$ cat src/rtl/pipe_ctrl.sv
// Five-stage pipeline hazard controller: stage write enables, bubble inserts and PC redirect.
// Optional stall-cycle counter is built only when PIPE_STALL_CNT_EN is defined.
module pipe_ctrl #(
   parameter int unsigned CNT_W = 32
) (
   input  logic             clk,
   input  logic             rst,
   input  logic             IReq_Busy,
   input  logic             DReq_Busy,
   input  logic             Div_Busy,
   input  logic             ID_LoadUse,
   input  logic             EX_BranchFail,
   input  logic             MEM_Exception,
   input  logic             WB_IsTLBW,
   input  logic             WB_IsTLBR,
   output logic             PC_Wr,
   output logic             ID_Wr,
   output logic             EX_Wr,
   output logic             MEM_Wr,
   output logic             WB_Wr,
   output logic             ID_Flush,
   output logic             EX_Flush,
   output logic             MEM_Flush,
   output logic             WB_Flush,
   output logic [1:0]       Redirect_Sel,
   output logic [1:0]       Ctrl_State,
   output logic [CNT_W-1:0] Stall_Cnt
);

   localparam logic [1:0] ST_RUN     = 2'b00;
   localparam logic [1:0] ST_DRAIN   = 2'b01;
   localparam logic [1:0] ST_REFETCH = 2'b10;

   localparam logic [1:0] SEL_SEQ    = 2'b00;
   localparam logic [1:0] SEL_BRANCH = 2'b01;
   localparam logic [1:0] SEL_EXC    = 2'b10;
   localparam logic [1:0] SEL_REFTCH = 2'b11;

   logic [1:0] state;
   logic [1:0] state_nxt;

   logic tlb_req;
   logic act_exc;
   logic act_tlb;
   logic act_dstall;
   logic act_hold_ex;
   logic act_br_go;
   logic act_loaduse;
   logic act_istall;
   logic act_refetch;

   assign tlb_req = WB_IsTLBW | WB_IsTLBR;

   // State register; reset abandons any pending drain or refetch
   always_ff @(posedge clk or posedge rst) begin
      if (rst) begin
         state <= ST_RUN;
      end else begin
         state <= state_nxt;
      end
   end

   // Winning action and next state; at most one act_* is set per cycle
   always_comb begin
      state_nxt   = ST_RUN;
      act_exc     = 1'b0;
      act_tlb     = 1'b0;
      act_dstall  = 1'b0;
      act_hold_ex = 1'b0;
      act_br_go   = 1'b0;
      act_loaduse = 1'b0;
      act_istall  = 1'b0;
      act_refetch = 1'b0;
      case (state)
         ST_RUN: begin
            if (MEM_Exception) begin
               if (DReq_Busy) begin
                  act_dstall = 1'b1;
                  state_nxt  = ST_DRAIN;
               end else begin
                  act_exc = 1'b1;
               end
            end else if (tlb_req) begin
               act_tlb   = 1'b1;
               state_nxt = ST_REFETCH;
            end else if (DReq_Busy) begin
               act_dstall = 1'b1;
            end else if (EX_BranchFail) begin
               // A failed branch waits in EX until the fetch it replaces returns
               if (IReq_Busy) begin
                  act_hold_ex = 1'b1;
               end else begin
                  act_br_go = 1'b1;
               end
            end else if (Div_Busy) begin
               act_hold_ex = 1'b1;
            end else if (ID_LoadUse) begin
               act_loaduse = 1'b1;
            end else if (IReq_Busy) begin
               act_istall = 1'b1;
            end
         end
         ST_DRAIN: begin
            if (DReq_Busy) begin
               act_dstall = 1'b1;
               state_nxt  = ST_DRAIN;
            end else begin
               act_exc = 1'b1;
            end
         end
         ST_REFETCH: begin
            act_refetch = 1'b1;
         end
         default: begin
            state_nxt = ST_RUN;
         end
      endcase
   end

   // Stage enables, bubbles and redirect from the selected action
   always_comb begin
      PC_Wr        = 1'b1;
      ID_Wr        = 1'b1;
      EX_Wr        = 1'b1;
      MEM_Wr       = 1'b1;
      WB_Wr        = 1'b1;
      ID_Flush     = 1'b0;
      EX_Flush     = 1'b0;
      MEM_Flush    = 1'b0;
      WB_Flush     = 1'b0;
      Redirect_Sel = SEL_SEQ;
      if (rst) begin
         PC_Wr     = 1'b0;
         ID_Wr     = 1'b0;
         EX_Wr     = 1'b0;
         MEM_Wr    = 1'b0;
         WB_Wr     = 1'b0;
         ID_Flush  = 1'b1;
         EX_Flush  = 1'b1;
         MEM_Flush = 1'b1;
         WB_Flush  = 1'b1;
      end else if (act_exc) begin
         ID_Flush     = 1'b1;
         EX_Flush     = 1'b1;
         MEM_Flush    = 1'b1;
         Redirect_Sel = SEL_EXC;
      end else if (act_tlb) begin
         ID_Flush     = 1'b1;
         EX_Flush     = 1'b1;
         MEM_Flush    = 1'b1;
         Redirect_Sel = SEL_REFTCH;
      end else if (act_dstall) begin
         PC_Wr    = 1'b0;
         ID_Wr    = 1'b0;
         EX_Wr    = 1'b0;
         MEM_Wr   = 1'b0;
         WB_Flush = 1'b1;
      end else if (act_hold_ex) begin
         PC_Wr     = 1'b0;
         ID_Wr     = 1'b0;
         EX_Wr     = 1'b0;
         MEM_Flush = 1'b1;
      end else if (act_br_go) begin
         ID_Flush     = 1'b1;
         Redirect_Sel = SEL_BRANCH;
      end else if (act_loaduse) begin
         PC_Wr    = 1'b0;
         ID_Wr    = 1'b0;
         EX_Flush = 1'b1;
      end else if (act_istall || act_refetch) begin
         PC_Wr    = 1'b0;
         ID_Flush = 1'b1;
      end
   end

   assign Ctrl_State = state;

`ifdef PIPE_STALL_CNT_EN
   // Free-running count of cycles with the PC held; wraps naturally
   always_ff @(posedge clk or posedge rst) begin
      if (rst) begin
         Stall_Cnt <= '0;
      end else if (!PC_Wr) begin
         Stall_Cnt <= Stall_Cnt + CNT_W'(1);
      end
   end
`else
   assign Stall_Cnt = '0;
`endif

endmodule
$ cat config.mk
export PLATFORM = sky130hd
export DESIGN_NAME = pipe_ctrl
export DESIGN_NICKNAME = d
export VERILOG_FILES = /design/src/rtl/pipe_ctrl.sv
export SDC_FILE = /design/constraint.sdc
export NUM_CORES = 1
export LEC_CHECK = 0
export CORE_MARGIN = 10
export CORE_UTILIZATION = 30
export DETAILED_ROUTE_END_ITERATION = 10
export MAX_ROUTING_LAYER = met4
export PLACE_DENSITY = 0.84
export SYNTH_ARGS = -nofsm -noshare
export SYNTH_HDL_FRONTEND = slang
export SYNTH_SLANG_ARGS = --single-unit
$ cat constraint.sdc
create_clock -name clk -period 3.46 [get_ports clk]
set_input_delay 0.692 -clock clk [delete_from_list [all_inputs] [get_ports clk]]
set_output_delay 0.692 -clock clk [all_outputs]
set_load 0.03 [all_outputs]
; After elaboration in Yosys (flattened, before gate mapping)
; Index checks and enable logic that the tools add are counted.
[classes]
eq_ne = 2
mux = 97
n_bitwise = 1
reduce_logical = 2
[op_table]
columns = cell, n
row1 = $mux 1, 89
row2 = $mux 2, 5
row3 = $pmux 1 s2, 2
row4 = $pmux 2 s2, 1
row5 = $eq 2x1->1 const B, 1
row6 = $eq 2x2->1 const B, 1
row7 = $logic_not 2->1, 1
row8 = $logic_or 1x1->1, 1
row9 = $or 1x1->1, 1
[totals]
reg_bits = 2
in_bits = 10
out_inout_bits = 45
wordCells = 103

; Longest topological paths before layout
; Gate-level depths: netlist (run 1).
[depth]
ltp_word = 17
depth_mapped = 4
mapped_depth_nobuf = 4

; Worst setup path after synthesis (run 1)
; No wires, ideal clock.
[synth_path]
path_kind = input port to output port
from = input MEM_Exception
to = output ID_Wr
t_arrival_ns = 1.887
t_required_ns = 2.768
path_slack_ns = 0.881
cell_stages = 4
path_buffers = 0
cell_sequence = or2_4 -> o21bai_4 -> a31o_4 -> a21oi_1
[synth_via]
elab_chain_cells = 9
elab_cells_between_ends = 19
cone_classes = 19 x mux
[synth_rtl]
columns = element, line_no
row1 = from (decl), 13  ; input logic MEM_Exception,
row2 = $mux 1, 76  ; if (MEM_Exception) begin
row3 = $mux 1, 74  ; case (state)
row4 = $mux 1, 166  ; end else if (act_loaduse) begin
row5 = $mux 1, 163  ; end else if (act_br_go) begin
row6 = $mux 1, 158  ; end else if (act_hold_ex) begin
row7 = $mux 1, 152  ; end else if (act_dstall) begin
row8 = $mux 1, 147  ; end else if (act_tlb) begin
row9 = $mux 1 (*), 142  ; end else if (act_exc) begin
row10 = $mux 1 (*), 132  ; if (rst) begin
row11 = to (decl), 17  ; output logic ID_Wr,
; Mark *: on every way between the ends. The rest lies on a longest branch, timed or not.

; Final worst setup path (run 1)
[layout_path]
from = input MEM_Exception
to = output PC_Wr
[layout_via]
elab_chain_cells = 11
elab_cells_between_ends = 23
cone_classes = 22 x mux / 1 x reduce/logical
[layout_rtl]
columns = element, line_no
row1 = $mux 1, 76
row2 = $mux 1, 74
row3 = $logic_or 1x1->1, 170  ; end else if (act_istall || act_refetch) begin
row4 = $mux 1, 170
row5 = $mux 1, 166
row6 = $mux 1, 163
row7 = $mux 1, 158
row8 = $mux 1, 152
row9 = $mux 1, 147
row10 = $mux 1 (*), 142
row11 = $mux 1 (*), 132
row12 = to (decl), 16  ; output logic PC_Wr,
; Marked as above.

==> results of run 1 <==
[worst paths after layout]
path / startpoint / to / slack [ps] / cells past startpoint
hold reg to reg: Ctrl_State[1] / Ctrl_State[0] / 720 / 2
max in group asynchronous: rst / Ctrl_State[1] / 2550 / 2
hold / removal: Ctrl_State[1] / Ctrl_State[0] / 720 / 2
min in group asynchronous: rst / Ctrl_State[0] / 770 / 2
setup reg to reg: Ctrl_State[0] / Ctrl_State[1] / 2260 / 4
setup / recovery: MEM_Exception / PC_Wr / 70 / 6
[stage by stage]
| step | util [%] | worst slack, ps | instances | area, µm² | power, µW |
|---|---|---|---|---|---|
| final | 40.59 | 70.64 | 117 | 693.2 | 222.6 |
| after floorplan | - | 880.6 | 99 | 646.9 | 151.7 |
| after CTS | 40.44 | 53.39 | 117 | 690.7 | 225.6 |
| after global placement | 39.12 | 95.51 | 114 | 668.1 | 168.6 |
| after detailed placement | 39.12 | 55.82 | 114 | 668.1 | 170.0 |
| after global routing | 40.59 | 0.09215 | 117 | 693.2 | 238.1 |
[routing by layer]
metal | track usage, % | up-vias | part of all wire [%]
li1 | - | 206 | -
met2 | 9.064 | 38 | 40
met1 | 7.348 | 180 | 40
met5 | - | - | 0
met3 | 4.268 | 0 | 19
met4 | 5.414 | 0 | 0
[area by class of cell]
type	instances	area share [%]
Multi-Input combinational cell	61	49.28
Timing Repair Buffer	22	33.57
Sequential cell	2	7.220
Tap cell	25	4.513
Clock buffer	3	3.249
Inverter	4	2.166
[worst max-delay path, cell delays in order]
cell             delay [ps]
clkdlybuf4s50_1         450
or2_4                   270
o21bai_4                180
a31o_4                  260
a211oi_2                140
clkdlybuf4s50_1         710
[cell families after synthesis]
| logic type | share of synthesized area (%) |
|---|---|
| simple gates | 23.59 |
| mux | 1.887 |
| flops | 9.434 |
| buf+inv | 48.11 |
| other cells | 0.7069 |
| compound gates | 16.27 |
[power by group]
| group | switching, µW | total (µW) | internal, µW | leakage (µW) |
|---|---|---|---|---|
| Sequential | 2.58 | 28.1 | 25.5 | 0.0000259 |
| Combinational | 99.3 | 143 | 43.8 | 0.000288 |
| Clock | 13.2 | 51.5 | 38.3 | 0.0000138 |
| Total | 115 | 223 | 108 | 0.000328 |
[repair_timing]
item	in CTS	in global routing
gates resized for setup	0	1
hold buffers	0	0
setup endpoints to repair	0	1
[synthesized netlist by cell type (2+ instances only)]
cell     count  area, µm²
buf_4       32      240.2
nor2_1       6      22.52
inv_1        4      15.01
nand2_1      3      11.26
dfrtp_1      2      50.05
o21ai_0      2      10.01
==> out/summary.txt, run 1 <==
Run status: finished clean
Final ANT Viol Nets: 0
IO Count: 55
Fin. Hold Viols: 0
RSZ-0062 raised after global routing: no
Largest net degree at the start of global routing: 6
Max-cap violation count: 0
Most frequent cells in the layout: conb_1 (32), clkdlybuf4s50_1 (20), nor2_1 (6)
Die span in y: 62.05 µm
Post-CTS Repair Setup Buffers: 0
Max reg flops: 2
# diodes: 0
Max-slew violations: 0
Mapped Cells: 68
Clock Latency Late Sink: 220 ps
Max FO, Critical Path: 5
PwrDens: 321.2 nW/µm²
WP data arrival: 2700 ps
GP Congestion: 0.6776
Area Growth Syn to Fin: 30.66%
Vias per cell: 3.624
Starting Density: 31.06%
Synth Flop Type: dfrtp_1
DR vias: 424
Tightest Hold Check Type: reg2reg
Row count: 15
Number of detailed-route iterations in the first pass: 4
Pleak: 0.0003277 µW
Longest Clk Path Bufs: 2
Sink Count: 2
CTS H-tree lvls: 1
Post-synth EDFFs: 0
Tot GR Track Use: 6.946%
Library cells used by synthesis: 25
Hold_ws: 721.1 ps
DIE AREA: 3850 µm²
CP Launch Type: input port
Tmin final: 3389 ps
Clk root buf: clkbuf_4
Die W: 62.05 µm
Wire length after detailed routing: 1453 µm
Maximum ir drop on the vdd rail: 0.1873 mV
Initial antenna violation count: 0
First-pass GRT wire length: 1869 µm
Clock Pin Slew Worst Setup and Hold Paths: 30 ps
Seq/Total Area, Yosys: 9.434%
FF+latch count, synth: 2
Final #Nets: 104
CP endpoint kind: output pin
DRT iter0 DRCs: 1
Vias in the first global route: 448
Fraction of registers with async set/reset: 100.0%
CP Class: in2out
Max Clock Skew: 2.333 ps
DR DRC count: 0
Final setup vio count: 0
TritonCTS Buffers: 3
Required time worst endpoint: 2770 ps
Post-synthesis cell area: 530.5 µm²
CTS tree: done
Grt total ovfl: 0
YS warnings: 0
Syn Area/Cell: 7.802 µm²
Fmax: 295.0 MHz
Setup total negative slack: 0 ps
Filler cell count: 178
Multi-input gate area in the final layout: 341.6 µm²
Layout cell share with drive strength beyond 1: 13.04%
Commonest non-fill, non-tap cell in the layout: conb_1
Input/output buffers: 22
CORE AREA: 1708 µm²
Avg WL per Cell: 12.42 µm
Tcrit/Tclk final: 97.96%
Register area: 50.05 µm²
DP Wirelength: 1312 µm
(Power assumes the default switching activity.)
==> run 2: changes to the inputs <==
--- a/config.mk
+++ b/config.mk
@@ -10,6 +10,7 @@
 export DETAILED_ROUTE_END_ITERATION = 10
 export MAX_ROUTING_LAYER = met4
 export PLACE_DENSITY = 0.84
+export SETUP_SLACK_MARGIN = 0.1
 export SYNTH_ARGS = -nofsm -noshare
 export SYNTH_HDL_FRONTEND = slang
 export SYNTH_SLANG_ARGS = --single-unit
==> out/summary.txt, run 2 (synthesized netlist as in run 1, its figures left out) <==
Run status: finished clean (unchanged)
Max Clock Skew: 2.671 ps (was 2.333 ps)
Layout cell share with drive strength beyond 1: 13.04% (unchanged)
Max-slew violations: 0 (unchanged)
TritonCTS Buffers: 3 (unchanged)
Die W: 62.05 µm (unchanged)
Commonest non-fill, non-tap cell in the layout: conb_1 (unchanged)
RR Startpoint: Ctrl_State[0] (unchanged)
Required time worst endpoint: 2770 ps (about the same)
Tmin final: 3253 ps (was 3389 ps)
Filler cell count: 184 (was 178)
Multi-input gate area in the final layout: 341.6 µm² (unchanged)
Sink Count: 2 (unchanged)
Critical Path, Cell by Cell: clkdlybuf4s50_1, or2_4, o21bai_4, a31o_4, inv_1, clkdlybuf4s50_1 (was clkdlybuf4s50_1, or2_4, o21bai_4, a31o_4, a211oi_2, clkdlybuf4s50_1)
# diodes: 0 (unchanged)
Final setup vio count: 0 (unchanged)
Clock Latency Late Sink: 220 ps (about the same)
Hold-fix buffers, CTS: 0 (unchanged)
Tightest Hold Check Type: reg2reg (unchanged)
Area Growth Syn to Fin: 32.08% (was 30.66%)
R2R Path End: Ctrl_State[1] (unchanged)
Final #Nets: 104 (unchanged)
CP Launch Type: input port (unchanged)
DR vias: 423 (was 424)
DRT iter0 DRCs: 1 (unchanged)
Hold Startpoint: Ctrl_State[1] (unchanged)
Maximum ir drop on the vdd rail: 0.1872 mV (was 0.1873 mV)
IO Count: 55 (unchanged)
Hold EP: Ctrl_State[0] (unchanged)
Final ANT Viol Nets: 0 (unchanged)
Die span in y: 62.05 µm (unchanged)
Worst reg2reg setup slack: 2260 ps (about the same)
CTS tree: done (unchanged)
Register area: 50.05 µm² (unchanged)
Tot GR Track Use: 6.946% (unchanged)
WP data arrival: 2560 ps (was 2700 ps)
Wire length after detailed routing: 1470 µm (was 1453 µm)
PwrDens: 314.5 nW/µm² (was 321.2 nW/µm²)
Critical path depth: 6 (unchanged)
Hold Path Depth: 2 (unchanged)
CP endpoint kind: output pin (unchanged)
Fmax: 307.4 MHz (was 295.0 MHz)
Longest Clk Path Bufs: 2 (unchanged)
RSZ-0062 raised after global routing: no (unchanged)
DR DRC count: 0 (unchanged)
Max FO, Critical Path: 5 (unchanged)
Row count: 15 (unchanged)
GP Congestion: 0.6776 (unchanged)
Max-cap violation count: 0 (unchanged)
Critical Path Slowest Stage Cell: clkdlybuf4s50_1 (unchanged)
Delay-heaviest family, CP: buffers and inverters (unchanged)
Tcrit/Tclk final: 94.01% (was 97.96%)
Number of detailed-route iterations in the first pass: 4 (unchanged)
Pleak: 0.0003671 µW (was 0.0003277 µW)
First-pass GRT wire length: 1869 µm (unchanged)
Input/output buffers: 22 (unchanged)
DP Wirelength: 1312 µm (unchanged)
Largest net degree at the start of global routing: 6 (unchanged)
Crit path launch: MEM_Exception (unchanged)
Initial antenna violation count: 0 (unchanged)
Clk root buf: clkbuf_4 (unchanged)
Final Total Pwr: 220.3 µW (was 222.6 µW)
R2R depth: 4 (unchanged)
Clock Pin Slew Worst Setup and Hold Paths: 30 ps (about the same)
Post-CTS Repair Setup Buffers: 0 (unchanged)
Post-Route Utilization: 41.03% (was 40.59%)
CTS H-tree lvls: 1 (unchanged)
Fin. Hold Viols: 0 (unchanged)
Grt total ovfl: 0 (unchanged)
DIE AREA: 3850 µm² (unchanged)
CORE AREA: 1708 µm² (unchanged)
CP Class: in2out (unchanged)
Avg WL per Cell: 12.56 µm (was 12.42 µm)
Starting Density: 31.06% (unchanged)
Vias per cell: 3.615 (was 3.624)
Buffers plus inverters on the worst setup path: 3 (was 2)
Max reg flops: 2 (unchanged)
Setup total negative slack: 0 ps (unchanged)
Max incr delay on CP: 660 ps (was 710 ps)
Top cell by count, worst path: clkdlybuf4s50_1 (unchanged)
Most frequent cells in the layout: conb_1 (32), clkdlybuf4s50_1 (14), nor2_1 (6) (was conb_1 (32), clkdlybuf4s50_1 (20), nor2_1 (6))
Vias in the first global route: 448 (unchanged)
-- run 2: cell types whose count changed in the layout (fill, tap and decap cells not counted) --
cell	before	now
clkdlybuf4s50_1	20	14
dlygate4sd2_1	0	2
dlymetal6s2s_1	1	5
-- run 2: layout make-up --
type,instances,area share (%)
Tap cell,25,4.464
Inverter,4,2.143
Clock buffer,3,3.214
Multi-Input combinational cell,61,48.75
Sequential cell,2,7.143
Timing Repair Buffer,22,34.29
-- run 2: timing repair --
item                       in CTS  in global routing
setup endpoints to repair       2                  5
gates resized for setup         2                  5
pin swaps                       0                  0
-- run 2: worst max-delay path by stage --
stage             end  slack [ps]
3_5_place_dp    PC_Wr          60
2_1_floorplan   ID_Wr         880
3_3_place_gp    PC_Wr         100
5_1_grt        MEM_Wr         150
6_report       MEM_Wr         210
4_1_cts         EX_Wr         120
-- run 2: per-stage QoR --
stage               area [µm²]  setup slack (ps)  hold slack [ps]  std cells
finish                   700.7             207.4            720.6        117
detailed placement       668.1             55.82            705.8        114
global route             700.7             151.9            759.4        117
global placement         668.1             95.51            689.3        114
floorplan                646.9             880.6            540.4         99
CTS                      688.2             123.6            721.7        117
-- run 2: tightest hold or removal path: cells and delay by family, from the launching register on --
family	cells	cell delay (ps)
DFF	1	390
and+or+nand+nor	1	180
buffers and inverters	1	110
-- run 2: power breakdown --
part           switching (µW)  leakage, µW  internal, µW
Clock                    13.3    0.0000138          38.3
Sequential               2.58    0.0000259          25.5
Combinational            99.1     0.000327          41.5
-- run 2: layer usage --
metal	GRT usage [%]	wire [µm]
met5	-	0
met4	5.414	0
met3	4.268	273
met2	9.064	597
met1	7.348	600
==> run 3: changes to the inputs <==
--- a/config.mk
+++ b/config.mk
@@ -11,6 +11,8 @@
 export MAX_ROUTING_LAYER = met4
 export PLACE_DENSITY = 0.84
 export SETUP_SLACK_MARGIN = 0.1
+export SKIP_CTS_REPAIR_TIMING = 1
 export SYNTH_ARGS = -nofsm -noshare
 export SYNTH_HDL_FRONTEND = slang
 export SYNTH_SLANG_ARGS = --single-unit
+export TNS_END_PERCENT = 100
==> out/summary.txt, run 3 (synthesized netlist as in run 1, its figures left out) <==
DR vias: 423 (unchanged)
Die W: 62.05 µm (unchanged)
CP Launch Type: input port (unchanged)
Maximum ir drop on the vdd rail: 0.1872 mV (about the same)
TritonCTS Buffers: 3 (unchanged)
DRT iter0 DRCs: 1 (unchanged)
Tightest Hold Check Type: reg2reg (unchanged)
Max-slew violations: 0 (unchanged)
GP Congestion: 0.6776 (unchanged)
Critical Path Slowest Stage Cell: clkdlybuf4s50_1 (unchanged)
CORE AREA: 1708 µm² (unchanged)
CP endpoint kind: output pin (unchanged)
Required time worst endpoint: 2770 ps (about the same)
Filler cell count: 181 (was 184)
Max Clock Skew: 2.671 ps (unchanged)
Starting Density: 31.06% (unchanged)
Vias in the first global route: 448 (unchanged)
Final Total Pwr: 221.6 µW (was 220.3 µW)
Vias per cell: 3.615 (unchanged)
Largest net degree at the start of global routing: 6 (unchanged)
Wire length after detailed routing: 1474 µm (was 1470 µm)
Clock Pin Slew Worst Setup and Hold Paths: 30 ps (about the same)
Final Cell Area: 708.2 µm² (was 700.7 µm²)
Buffers plus inverters on the worst setup path: 3 (unchanged)
Area Growth Syn to Fin: 33.49% (was 32.08%)
Setup total negative slack: 0 ps (unchanged)
Initial antenna violation count: 0 (unchanged)
Top cell by count, worst path: clkdlybuf4s50_1 (unchanged)
Max incr delay on CP: 660 ps (about the same)
Clk root buf: clkbuf_4 (unchanged)
WP data arrival: 2560 ps (about the same)
Clock Latency Late Sink: 220 ps (about the same)
Grt total ovfl: 0 (unchanged)
Fmax: 307.4 MHz (unchanged)
Final #Nets: 104 (unchanged)
DP Wirelength: 1312 µm (unchanged)
Critical Path, Cell by Cell: clkdlybuf4s50_1, or2_4, o21bai_4, a31o_4, inv_1, clkdlybuf4s50_1 (unchanged)
Most frequent cells in the layout: conb_1 (32), clkdlybuf4s50_1 (14), dlymetal6s2s_1 (7) (was conb_1 (32), clkdlybuf4s50_1 (14), nor2_1 (6))
Max FO, Critical Path: 5 (unchanged)
Final setup vio count: 0 (unchanged)
Max reg flops: 2 (unchanged)
Avg WL per Cell: 12.60 µm (was 12.56 µm)
Sink Count: 2 (unchanged)
CTS tree: done (unchanged)
Layout cell share with drive strength beyond 1: 13.04% (unchanged)
Die span in y: 62.05 µm (unchanged)
Hold_ws: 720.6 ps (unchanged)
Run status: finished clean (unchanged)
DIE AREA: 3850 µm² (unchanged)
Max-cap violation count: 0 (unchanged)
First-pass GRT wire length: 1869 µm (unchanged)
PwrDens: 312.9 nW/µm² (was 314.5 nW/µm²)
Tmin final: 3253 ps (unchanged)
IO Count: 55 (unchanged)
Post-Route Utilization: 41.47% (was 41.03%)
Number of detailed-route iterations in the first pass: 4 (unchanged)
DR DRC count: 0 (unchanged)
Tot GR Track Use: 6.946% (unchanged)
Input/output buffers: 22 (unchanged)
Commonest non-fill, non-tap cell in the layout: conb_1 (unchanged)
CP Class: in2out (unchanged)
Final ANT Viol Nets: 0 (unchanged)
Pleak: 0.0003870 µW (was 0.0003671 µW)
Longest Clk Path Bufs: 2 (unchanged)
Tcrit/Tclk final: 94.01% (unchanged)
CTS H-tree lvls: 1 (unchanged)
Delay-heaviest family, CP: buffers and inverters (unchanged)
Placed standard-cell area: 668.1 µm² (unchanged)
Fin. Hold Viols: 0 (unchanged)
# diodes: 0 (unchanged)
RSZ-0062 raised after global routing: no (unchanged)
Row count: 15 (unchanged)
[run 3: metrics by stage]
step / setup slack [ps] / cells
after global placement: 95.51 / 114
after floorplan: 880.6 / 99
after detailed placement: 55.82 / 114
after global routing: 151.9 / 117
final: 207.4 / 117
after CTS: 53.39 / 117
[run 3: worst paths after layout]
path	from	endpoint	slack (ps)	cells past startpoint
setup / recovery	MEM_Exception	MEM_Wr	210	6
min in group asynchronous	rst	Ctrl_State[0]	770	2
setup reg to reg	Ctrl_State[0]	Ctrl_State[1]	2260	4
hold / removal	Ctrl_State[1]	Ctrl_State[0]	720	2
hold reg to reg	Ctrl_State[1]	Ctrl_State[0]	720	2
max in group asynchronous	rst	Ctrl_State[1]	2550	2
[run 3: power by group]
part | switching (µW) | internal [µW] | leakage, µW | total (µW)
Clock | 13.3 | 38.3 | 0.0000138 | 51.6
Sequential | 2.58 | 25.5 | 0.0000259 | 28.1
Combinational | 99.2 | 42.7 | 0.000347 | 142
Total | 115 | 107 | 0.000387 | 222
[run 3: area by class of cell]
cell class / instances / area (µm²) / share of cell area (%)
Multi-Input combinational cell: 61 / 341.6 / 48.23
Timing Repair Buffer: 22 / 247.7 / 34.98
Tap cell: 25 / 31.28 / 4.417
Sequential cell: 2 / 50.05 / 7.067
Inverter: 4 / 15.01 / 2.120
Clock buffer: 3 / 22.52 / 3.180
[run 3: per-layer routing]
layer	GRT usage (%)	vias up	wire, µm	share of wire (%)
li1	-	206	-	-
met1	7.348	179	603	41
met2	9.064	38	598	41
met3	4.268	0	273	19
met4	5.414	0	0	0
met5	-	-	0	0
[run 3: worst reg2reg max path, delay by kind of cell (launching register included)]
kind	cells	cell delay [ps]
and+or+nand+nor	2	470
DFF	1	420
AOI/OAI and AO/OA	1	180
buffers and inverters	1	70
